## src/rtl/ctrl_mc_pkg.sv

```systemverilog
// sisc_ctrl_pkg: shared FSM state, opcode and ALU operation encodings for the SISC multicycle controller.
// No ports; imported by ctrl_mc and its sub-modules.
package sisc_ctrl_pkg;
  typedef enum logic [2:0] {
    S_START,
    S_FETCH,
    S_DECODE,
    S_EXECUTE,
    S_MEM,
    S_WB,
    S_WB2,
    S_HALT
  } state_e;
  typedef enum logic [1:0] {
    ALU_ARITH     = 2'b00,
    ALU_ARITH_IMM = 2'b01,
    ALU_PASS      = 2'b10
  } alu_op_e;
  localparam int OP_NOOP = 0;
  localparam int OP_LOD  = 1;
  localparam int OP_STR  = 2;
  localparam int OP_SWP  = 3;
  localparam int OP_BRA  = 4;
  localparam int OP_BRR  = 5;
  localparam int OP_BNE  = 6;
  localparam int OP_BNR  = 7;
  localparam int OP_ALU  = 8;
  localparam int OP_HLT  = 15;
endpackage

```

## src/rtl/ctrl_mc_if.sv

```systemverilog
// ctrl_mc_if: bundle between the controller and IR/status/memory/datapath.
// Inputs to the controller: opcode, mm, stat, mem_ready, resume.
// Outputs from the controller: datapath controls, alu_op, mem_req, swp_phase, halted, bus_err.
// master = controller side, slave = datapath/environment side.
interface ctrl_mc_if #(
  parameter int OP_W = 4,
  parameter int CC_W = 4
);
  logic [OP_W-1:0] opcode;
  logic [CC_W-1:0] mm;
  logic [CC_W-1:0] stat;
  logic            mem_ready;
  logic            resume;
  logic            rf_we;
  logic            wb_sel;
  logic            br_sel;
  logic            rb_sel;
  logic            ir_load;
  logic            pc_sel;
  logic            pc_write;
  logic            pc_rst;
  logic            mm_sel;
  logic            dm_we;
  logic [1:0]      alu_op;
  logic            mem_req;
  logic            swp_phase;
  logic            halted;
  logic            bus_err;
  modport master (
    input  opcode, mm, stat, mem_ready, resume,
    output rf_we, wb_sel, br_sel, rb_sel, ir_load, pc_sel, pc_write, pc_rst,
           mm_sel, dm_we, alu_op, mem_req, swp_phase, halted, bus_err
  );
  modport slave (
    output opcode, mm, stat, mem_ready, resume,
    input  rf_we, wb_sel, br_sel, rb_sel, ir_load, pc_sel, pc_write, pc_rst,
           mm_sel, dm_we, alu_op, mem_req, swp_phase, halted, bus_err
  );
endinterface

```

## src/rtl/ctrl_wait_timer.sv

```systemverilog
// ctrl_wait_timer: counts memory wait cycles and flags the MAX_WAIT-th consecutive one.
// Ports: clk, rst_f (async active-low), clr_i (restart count), en_i (waiting without ready),
// timeout_o (this waiting cycle is the last one allowed).
module ctrl_wait_timer #(
  parameter int MAX_WAIT = 15
) (
  input  logic clk,
  input  logic rst_f,
  input  logic clr_i,
  input  logic en_i,
  output logic timeout_o
);
  localparam int W = $clog2(MAX_WAIT + 1);
  logic [W-1:0] cnt_q;
  always_ff @(posedge clk or negedge rst_f)
    if (!rst_f) cnt_q <= '0;
    else if (clr_i) cnt_q <= '0;
    else if (en_i) cnt_q <= cnt_q + W'(1);
  // cnt_q holds waits already spent, so this cycle is wait number cnt_q+1
  assign timeout_o = en_i && (cnt_q == W'(MAX_WAIT - 1));
endmodule

```

## src/rtl/ctrl_mc.sv

```systemverilog
// ctrl_mc: SISC multicycle control FSM sequencing fetch/decode/execute/mem/writeback per opcode,
// with a bounded memory-ready wait and a HALT state left by a resume pulse.
// Ports: clk, rst_f (async active-low), bus (ctrl_mc_if.master: IR/status/handshake in, datapath controls out).
// Macro CTRL_SWP_EN: enables the two-write SWP sequence; otherwise SWP decodes as NOOP.
module ctrl_mc
  import sisc_ctrl_pkg::*;
#(
  parameter int              OP_W     = 4,
  parameter int              CC_W     = 4,
  parameter logic [CC_W-1:0] IMM_MODE = 4'b1000,
  parameter int              MAX_WAIT = 15
) (
  input logic       clk,
  input logic       rst_f,
  ctrl_mc_if.master bus
);
  state_e state_q, state_d;
  logic bus_err_q, waiting, timeout, hit, taken, mm_zero, imm;
  logic is_lod, is_str, is_swp, is_bra, is_brr, is_bne, is_bnr, is_alu, is_hlt, is_ls, in_ls_path;
  assign is_lod  = bus.opcode == OP_W'(OP_LOD);
  assign is_str  = bus.opcode == OP_W'(OP_STR);
  assign is_bra  = bus.opcode == OP_W'(OP_BRA);
  assign is_brr  = bus.opcode == OP_W'(OP_BRR);
  assign is_bne  = bus.opcode == OP_W'(OP_BNE);
  assign is_bnr  = bus.opcode == OP_W'(OP_BNR);
  assign is_alu  = bus.opcode == OP_W'(OP_ALU);
  assign is_hlt  = bus.opcode == OP_W'(OP_HLT);
  assign is_ls   = is_lod || is_str;
`ifdef CTRL_SWP_EN
  assign is_swp        = bus.opcode == OP_W'(OP_SWP);
  assign bus.swp_phase = state_q == S_WB2;
`else
  assign is_swp        = 1'b0;
  assign bus.swp_phase = 1'b0;
`endif
  assign mm_zero = bus.mm == '0;
  assign imm     = bus.mm == IMM_MODE;
  // mm=0 never hits, so BNE/BNR with mm=0 are always taken
  assign hit     = |(bus.mm & bus.stat);
  assign taken   = ((is_bra || is_brr) && hit) || ((is_bne || is_bnr) && !hit);
  assign waiting = state_q == S_FETCH || state_q == S_MEM;
  assign in_ls_path = is_ls && (state_q == S_EXECUTE || state_q == S_MEM || state_q == S_WB);
  ctrl_wait_timer #(.MAX_WAIT(MAX_WAIT)) u_timer (
    .clk       (clk),
    .rst_f     (rst_f),
    .clr_i     (!waiting || bus.mem_ready),
    .en_i      (waiting && !bus.mem_ready),
    .timeout_o (timeout)
  );
  assign bus.pc_rst   = state_q == S_START;
  assign bus.mem_req  = waiting;
  assign bus.ir_load  = state_q == S_FETCH && bus.mem_ready;
  assign bus.pc_sel   = state_q == S_DECODE && taken;
  assign bus.pc_write = bus.ir_load || bus.pc_sel;
  assign bus.br_sel   = state_q == S_DECODE && (is_bra || is_bne);
  assign bus.rb_sel   = is_str && (state_q == S_DECODE || state_q == S_EXECUTE || state_q == S_MEM);
  assign bus.wb_sel   = is_lod && (state_q == S_MEM || state_q == S_WB);
  assign bus.mm_sel   = in_ls_path ? mm_zero : 1'b1;
  assign bus.dm_we    = state_q == S_MEM && is_str && bus.mem_ready;
  assign bus.rf_we    = state_q == S_WB2 || (state_q == S_WB && (is_alu || is_lod || is_swp));
  assign bus.alu_op   = (state_q == S_EXECUTE && (is_alu || is_ls)) ?
                        (imm ? ALU_ARITH_IMM : ALU_ARITH) : ALU_PASS;
  assign bus.halted   = state_q == S_HALT;
  assign bus.bus_err  = bus_err_q;
  always_comb begin
    state_d = state_q;
    case (state_q)
      S_START:   state_d = S_FETCH;
      S_FETCH:   state_d = bus.mem_ready ? S_DECODE : timeout ? S_HALT : S_FETCH;
      S_DECODE:  state_d = is_hlt ? S_HALT : (is_alu || is_ls || is_swp) ? S_EXECUTE : S_FETCH;
      S_EXECUTE: state_d = is_ls ? S_MEM : S_WB;
      S_MEM:     state_d = bus.mem_ready ? (is_lod ? S_WB : S_FETCH) : timeout ? S_HALT : S_MEM;
      S_WB:      state_d = is_swp ? S_WB2 : S_FETCH;
      S_WB2:     state_d = S_FETCH;
      S_HALT:    state_d = (bus.resume && !bus_err_q) ? S_FETCH : S_HALT;
      default:   state_d = S_START;
    endcase
  end
  always_ff @(posedge clk or negedge rst_f)
    if (!rst_f) begin
      state_q   <= S_START;
      bus_err_q <= 1'b0;
    end else begin
      state_q <= state_d;
      if (timeout) bus_err_q <= 1'b1;
    end
endmodule
```

## src/flat_wrapper.sv

```systemverilog
// flat-port wrapper written by rule: the top's interface ports become plain ports
module ctrl_mc_flat import sisc_ctrl_pkg::*;
#(
  parameter int              OP_W     = 4,
  parameter int              CC_W     = 4,
  parameter logic [CC_W-1:0] IMM_MODE = 4'b1000,
  parameter int              MAX_WAIT = 15
)
  (clk, rst_f, bus_opcode, bus_mm, bus_stat, bus_mem_ready, bus_resume, bus_rf_we, bus_wb_sel, bus_br_sel, bus_rb_sel, bus_ir_load, bus_pc_sel, bus_pc_write, bus_pc_rst, bus_mm_sel, bus_dm_we, bus_alu_op, bus_mem_req, bus_swp_phase, bus_halted, bus_bus_err);
  ctrl_mc_if #(.OP_W(OP_W), .CC_W(CC_W)) bus_i ();
  input logic clk;
  input logic rst_f;
  input wire logic [$bits(bus_i.opcode)-1:0] bus_opcode;
  input wire logic [$bits(bus_i.mm)-1:0] bus_mm;
  input wire logic [$bits(bus_i.stat)-1:0] bus_stat;
  input wire logic [$bits(bus_i.mem_ready)-1:0] bus_mem_ready;
  input wire logic [$bits(bus_i.resume)-1:0] bus_resume;
  output wire logic [$bits(bus_i.rf_we)-1:0] bus_rf_we;
  output wire logic [$bits(bus_i.wb_sel)-1:0] bus_wb_sel;
  output wire logic [$bits(bus_i.br_sel)-1:0] bus_br_sel;
  output wire logic [$bits(bus_i.rb_sel)-1:0] bus_rb_sel;
  output wire logic [$bits(bus_i.ir_load)-1:0] bus_ir_load;
  output wire logic [$bits(bus_i.pc_sel)-1:0] bus_pc_sel;
  output wire logic [$bits(bus_i.pc_write)-1:0] bus_pc_write;
  output wire logic [$bits(bus_i.pc_rst)-1:0] bus_pc_rst;
  output wire logic [$bits(bus_i.mm_sel)-1:0] bus_mm_sel;
  output wire logic [$bits(bus_i.dm_we)-1:0] bus_dm_we;
  output wire logic [$bits(bus_i.alu_op)-1:0] bus_alu_op;
  output wire logic [$bits(bus_i.mem_req)-1:0] bus_mem_req;
  output wire logic [$bits(bus_i.swp_phase)-1:0] bus_swp_phase;
  output wire logic [$bits(bus_i.halted)-1:0] bus_halted;
  output wire logic [$bits(bus_i.bus_err)-1:0] bus_bus_err;
  assign bus_i.opcode = bus_opcode;
  assign bus_i.mm = bus_mm;
  assign bus_i.stat = bus_stat;
  assign bus_i.mem_ready = bus_mem_ready;
  assign bus_i.resume = bus_resume;
  assign bus_rf_we = bus_i.rf_we;
  assign bus_wb_sel = bus_i.wb_sel;
  assign bus_br_sel = bus_i.br_sel;
  assign bus_rb_sel = bus_i.rb_sel;
  assign bus_ir_load = bus_i.ir_load;
  assign bus_pc_sel = bus_i.pc_sel;
  assign bus_pc_write = bus_i.pc_write;
  assign bus_pc_rst = bus_i.pc_rst;
  assign bus_mm_sel = bus_i.mm_sel;
  assign bus_dm_we = bus_i.dm_we;
  assign bus_alu_op = bus_i.alu_op;
  assign bus_mem_req = bus_i.mem_req;
  assign bus_swp_phase = bus_i.swp_phase;
  assign bus_halted = bus_i.halted;
  assign bus_bus_err = bus_i.bus_err;
  ctrl_mc #(.OP_W(OP_W), .CC_W(CC_W), .IMM_MODE(IMM_MODE), .MAX_WAIT(MAX_WAIT)) u_core (.clk(clk), .rst_f(rst_f), .bus(bus_i));
endmodule
```

## config.mk

```make
export PLATFORM = sky130hd
export DESIGN_NAME = ctrl_mc_flat
export DESIGN_NICKNAME = d
export VERILOG_FILES = /design/src/rtl/ctrl_mc_pkg.sv /design/src/rtl/ctrl_mc_if.sv /design/src/rtl/ctrl_wait_timer.sv /design/src/rtl/ctrl_mc.sv /design/src/flat_wrapper.sv
export SDC_FILE = /design/constraint.sdc
export NUM_CORES = 1
export LEC_CHECK = 0
export BUFFER_PORTS_ARGS = -buffer_cell sky130_fd_sc_hd__buf_4
export CAP_MARGIN = 40
export CORE_ASPECT_RATIO = 0.5
export CORE_MARGIN = 2
export CORE_UTILIZATION = 25
export DETAILED_ROUTE_END_ITERATION = 8
export GPL_ROUTABILITY_DRIVEN = 0
export PLACE_DENSITY_LB_ADDON = 0.08
export SLEW_MARGIN = 20
export SYNTH_ARGS = -nofsm -noshare
export SYNTH_HDL_FRONTEND = slang
export SYNTH_SLANG_ARGS = --single-unit
```

## constraint.sdc

```tcl
create_clock -name clk -period 3.25 [get_ports clk]
set_input_delay 0.1625 -clock clk [delete_from_list [all_inputs] [get_ports clk]]
set_output_delay 0.1625 -clock clk [all_outputs]
set_load 0.02 [all_outputs]
```

After elaboration in Yosys (flattened, before gate mapping)
Index checks and enable logic that the tools add are counted.

operators by class
  div/mod/pow operators = 0
  $mul = 0
  eq/ne operators = 17
  magnitude comparators = 0
  add/sub/neg operators = 1
  shifts and indexed selects = 0
  bitwise gates (word level) = 1
  reductions and logical operators = 40
  multiplexer cells = 15

operators by type and width
  operator                                                          count
  3-bit two-way mux                                                 6
  3-bit case mux with 6 select lines                                1
  4-bit by 3-bit == test with 1-bit output (second input constant)  4
  4-bit == test (second input constant)                             4
  1-bit logical OR                                                  16
  1-bit logical AND                                                 15
  3-bit == test (second input constant)                             4
  4-bit two-way mux                                                 2
  3-bit by 2-bit == test with 1-bit output (second input constant)  2
  2-bit two-way mux                                                 3
  4-bit by 1-bit adder with 4-bit output (second input constant)    1
  4-bit AND                                                         1
  4-bit by 1-bit == test with 1-bit output (second input constant)  1
  4-bit by 2-bit == test with 1-bit output (second input constant)  1
  1-bit logical NOT                                                 4
  4-bit logical NOT                                                 1
  4-bit OR reduction                                                1
  3-bit by 1-bit == test with 1-bit output (second input constant)  1
  3-bit logical NOT                                                 1
  1-bit two-way mux                                                 3
  3-bit OR reduction                                                1
  2-bit nonzero test                                                1

storage, ports and cells
  RAM bits = 0
  input port bits = 16
  flip-flop bits (word level) = 8
  logic and storage cells = 77
  memories kept = 0
  bits in read-only memories = 0
  latch bits = 0
  output and inout port bits = 16

Depth between registers and ports, before layout
  depth in word-level cells = 7
  gate-level depth with buffers = 5

Modules after synthesis
Synthesis repeated with hierarchy kept, for this count alone.

second synthesis, totals
  cells, all modules = 100
  area, all modules = 823.3 µm²

modules (own cells, without submodules)
  module           cells an instance  seq. area each (µm²)  times used  area an instance (µm²)
  ctrl_mc          80                 100.1                 1           600.6
  ctrl_wait_timer  20                 100.1                 1           222.7

Least setup slack after synthesis
OpenSTA, ideal clock, no wires.

  path type = register -> output
  start point = register u_core.state_q[0]
  end point = output bus_alu_op[0]
  data required time = 3.087 ns
  setup slack = 1.598 ns
  path buffers = 1
  arrival = 1.489 ns
  cell stages (with the launch flop) = 6
  path through = dfrtp_1 > buf_2 > inv_1 > nor2_1 > o21ai_0 > nor2_1

between the ends
  cells in the longest elaborated chain, start to end = 3

ends and longest elaborated chain
  what                                      line                text
  start, declared                           ctrl_mc.sv:17       state_e state_q, state_d;
  start signal, assigned                    ctrl_mc.sv:84       state_q <= state_d;
  3-bit by 2-bit == test with 1-bit output  ctrl_mc.sv:61       assign bus.alu_op = (state_q == S_EXECUTE && (is_alu || is_ls)) ?
  1-bit logical AND                         ctrl_mc.sv:61
  2-bit two-way mux                         ctrl_mc.sv:61
  end, declared                             flat_wrapper.sv:28  output wire logic [$bits(bus_i.alu_op)-1:0] bus_alu_op;

No other way between the ends.

Worst setup path in the final report
  start point = register u_core.state_q[2]
  end point = output bus_alu_op[0]

Same word-level chain as after synthesis.

==> results <==
- The run finished with clean final reports.
- The destination of the worst register-to-register timing path is u_core.state_q[0]$_DFF_PN0_.
- STA puts the critical path data arrival time at 1.66 ns.
- For this design the ratio of total power to cell area is 621 nW/um^2.
- Across the VDD grid, the largest voltage drop is 0.210 mV.
- The number of slew-limit violations in the final report is 0.
- Entering global routing, the biggest net connects 16 pins.
- The required time of the critical path is 3.09 ns.
- Synthesis instantiated 38 different standard cells from the library.
- The overflow left after global routing is 0.
- The post-route antenna net violation count is 0.
- The standby leakage power is 0.437 nW.
- The tightest hold path in the finished design has a slack of between 0.2 and 0.3 ns.
- The synthesized design spends more area on one cell type than any other, namely dfrtp_1.
- Across all register-to-register paths, the minimum setup slack is 1.59 ns.
- After floorplanning, the core was divided into 13 placement rows.
- The average detailed-routed wire length per instance is ~12 microns.
- The clock passes through at most 2 buffers.
- The post-CTS setup repair buffer count is 0.
- Wires add up to 1.76 mm.
- The worst register-to-register path begins at u_core.state_q[0]$_DFF_PN0_.
- The destination of the worst hold path is u_core.u_timer.cnt_q[1]$_DFF_PN0_.
- The global routing usage on met1 is 0.159.
- The kind of end point of the critical path is an output port.
- The first detailed-routing pass took 4 iterations.
- The number of nets handed over by synthesis was 105.
- Subtracting the final worst setup slack from the clock period gives 1.82 ns.
- The repair_antennas step left the layout with diodes totalling 0.
- The via count of the first global-routing pass came to 653.
- The number of buffers inserted during clock tree synthesis is 3.
- The initial utilization of the core area, before any placement, comes to 0.267.
- In the final layout, flip-flops and latches occupy 200 sq um.
- Of the post-synthesis cell area, the dominant cell type holds 0.287.
- Summing every instance area after synthesis gives 698 sq um.
- The number of antenna violations at the first check in global routing came to 0.
- The H-tree depth reported by CTS is 1.
- The worst slew slack as a fraction of its limit is 0.623.
- The area of combinational cells with multiple inputs is 455 sq um.
- The critical path start-end classification is flop to output port.
- The share of flip-flops with an asynchronous set or reset is 1.00.
- The total I/O pin count is 32.
- The placeable core region is 2620 sq um.
- The worst hold path passes through 3 cells.
- The highest clock frequency the design can meet is 550 MHz.
- The fraction of met2 tracks used by global routing is 0.192.
- For this run, global-route usage on met3 was measured as 0.0323.
- The slew at the pin closest to its max-slew limit is 0.557 ns.
- The number of warnings printed during yosys synthesis is 0.
- In the final design database the tool counted 134 nets.
- The count of cells resized by post-cts repair is 0.
- In the routed design, unresolved DRC markers number 0.
- The chip width is 78.7 microns.
- The die outline area is 3260 sq um.
- The total of fill cells in the finished design is 284.
- Synthesis produced a netlist whose cell count is 87.
- The kind of path behind the tightest hold check is input pin to flop.
- The number of hold buffers added after CTS is 1.
- Buffers placed on the I/O ports in this run total 30.
- Setup violations remaining at the end of the flow were counted as 0.
- Among all flip-flop cells after synthesis, the most frequent one is dfrtp_1.
- The synthesized design contains 8 register bits.
- The first global-routing pass estimated 2.85 mm of wire.
- The CTS tree is done.
- The final clock skew is 0.00112 ns.
- The number of enable flip-flop cells after synthesis is 0.
- Summed over all failing endpoints, the final setup total negative slack is 0 ns.
- The maximum fanout encountered on the critical timing path is 13.
- The later-pin clock latency in the skew report is 0.22 ns.
- The final period utilization is 0.559.
- The share of the Yosys chip area taken by registers is 0.287.
- The root buffer selected by CTS is clkbuf_8.
- In this run the most critical hold path is launched from bus_mem_ready.
- The total track usage is 0.119.
- The post-synthesis area per instance is 8.02 sq um.
- The number of hold violations in the final report is 0.
- The clock net in this run drives a total of 8 sinks.
- The number of cells on the worst reg-to-reg path is 4.
- The max-capacitance violation count is 0.
- Dividing the detail-routed via count by the number of cells gives between 4 and 5.
- The height of the die is roughly 41 microns.
- The most common cell in the netlist is nor2_1.
- In this run the most used layer during global routing was met2.
- In the post-synthesis netlist, the biggest area contributors are dfrtp_1 (29%), xnor2_1 (7.5%), nor2_1 (7.0%), nand2b_1 (5.4%), ha_1 (3.6%).
- By count the netlist is led by nor2_1 (13), dfrtp_1 (8), nand2b_1 (6), xnor2_1 (6), nor3_1 (5).
- The worst setup path is launched from a flop.
- The placed wire-length estimate after detailed placement is 1.35 mm.
- Clock-pin slew was measured on the worst setup and hold paths at 0.04 ns.
- For this block, the via count after detailed routing is 722.
- The share of cells above drive strength 1 is 0.316.
- The first routing iteration left 14 violations.
- From synthesis to final layout, the design area changed by 41.2%.
- Setup repair after global routing left no endpoint under its margin.
==> kinds of logic (layout without fill, tap and decap cells) <==
| group | count (synthesis) | after routing | synth area share |
|---|---|---|---|
| simple gates | 45 | 45 | 0.358 |
| compound gates | 15 | 15 | 0.165 |
| buf+inv | 9 | 36 | 0.0609 |
| flops | 8 | 8 | 0.287 |
| xor+xnor | 7 | 7 | 0.0878 |
| fa+ha+maj | 2 | 2 | 0.0358 |
| other cells | 1 | 1 | 0.00537 |
==> report_power, final <==
part           total [mW]  internal [mW]  switching, mW
Sequential          0.190          0.125         0.0645
Combinational       0.306          0.149          0.157
Clock               0.116         0.0800         0.0364
==> stage by stage <==
step / worst slack [ns] / utilization / cells / power (mW) / instance area (sq um)
floorplan: 1.60 / - / 87 / 0.395 / 698
global placement: 1.63 / 0.357 / 147 / 0.499 / 935
detailed placement: 1.59 / 0.357 / 147 / 0.498 / 935
CTS: 1.41 / 0.376 / 151 / 0.622 / 986
global route: 1.22 / 0.376 / 151 / 0.675 / 986
finish: 1.43 / 0.376 / 151 / 0.613 / 986
==> layer usage <==
layer,routed length [microns],share of wire
met1,859,0.49
met2,794,0.45
met3,96,0.054
met4,12,0.0068
met5,0,0
==> sequential cells by signal (all words and copies together), names as in the netlist <==
signal	count
u_core.bus.bus_err	1
u_core.state_q	3
u_core.u_timer.cnt_q	4
==> worst max-delay path, cell delays in order (launching register included) <==
cell      delay, ns
dfrtp_1        0.50
nand2b_1       0.24
nor2_1         0.23
o21ai_0        0.18
nor2_1         0.14
buf_4          0.15
==> cells in the final DEF, fill, tap and decap left out, drive strengths merged, types with 2 or more instances in the layout <==
cell type / netlist / final
a221oi: 2 / 2
nand2: 4 / 4
xnor2: 6 / 6
a21boi: 2 / 2
o21ai: 2 / 2
ha: 2 / 2
nand3b: 2 / 2
nor2: 13 / 13
a31oi: 2 / 2
nand3: 3 / 3
inv: 2 / 2
dfrtp: 8 / 8
o211ai: 2 / 2
nor3: 5 / 5
buf: 5 / 30
clkbuf: 2 / 3
nand2b: 6 / 6
==> how the worst max path moves through the flow <==
| stage | from | end | slack, ns | cells after the start |
|---|---|---|---|---|
| floorplan | u_core.state_q[0]$_DFF_PN0_ | bus_alu_op[0] | 1.60 | 5 |
| global placement | u_core.state_q[0]$_DFF_PN0_ | u_core.state_q[0]$_DFF_PN0_ | 1.63 | 4 |
| detailed placement | u_core.state_q[0]$_DFF_PN0_ | u_core.state_q[0]$_DFF_PN0_ | 1.59 | 4 |
| CTS | u_core.state_q[1]$_DFF_PN0_ | bus_alu_op[0] | 1.41 | 5 |
| global route | u_core.state_q[1]$_DFF_PN0_ | bus_alu_op[0] | 1.22 | 5 |
| finish | u_core.state_q[2]$_DFF_PN0_ | bus_alu_op[0] | 1.43 | 5 |
==> layout make-up <==
cell class | instances | share of cell area
timing repair buffer | 31 | 0.239
sequential | 8 | 0.203
multi-input combinational | 70 | 0.462
clock buffer | 3 | 0.0419
tap | 37 | 0.0470
inverter | 2 | 0.00761
(Power assumes the default switching activity.)
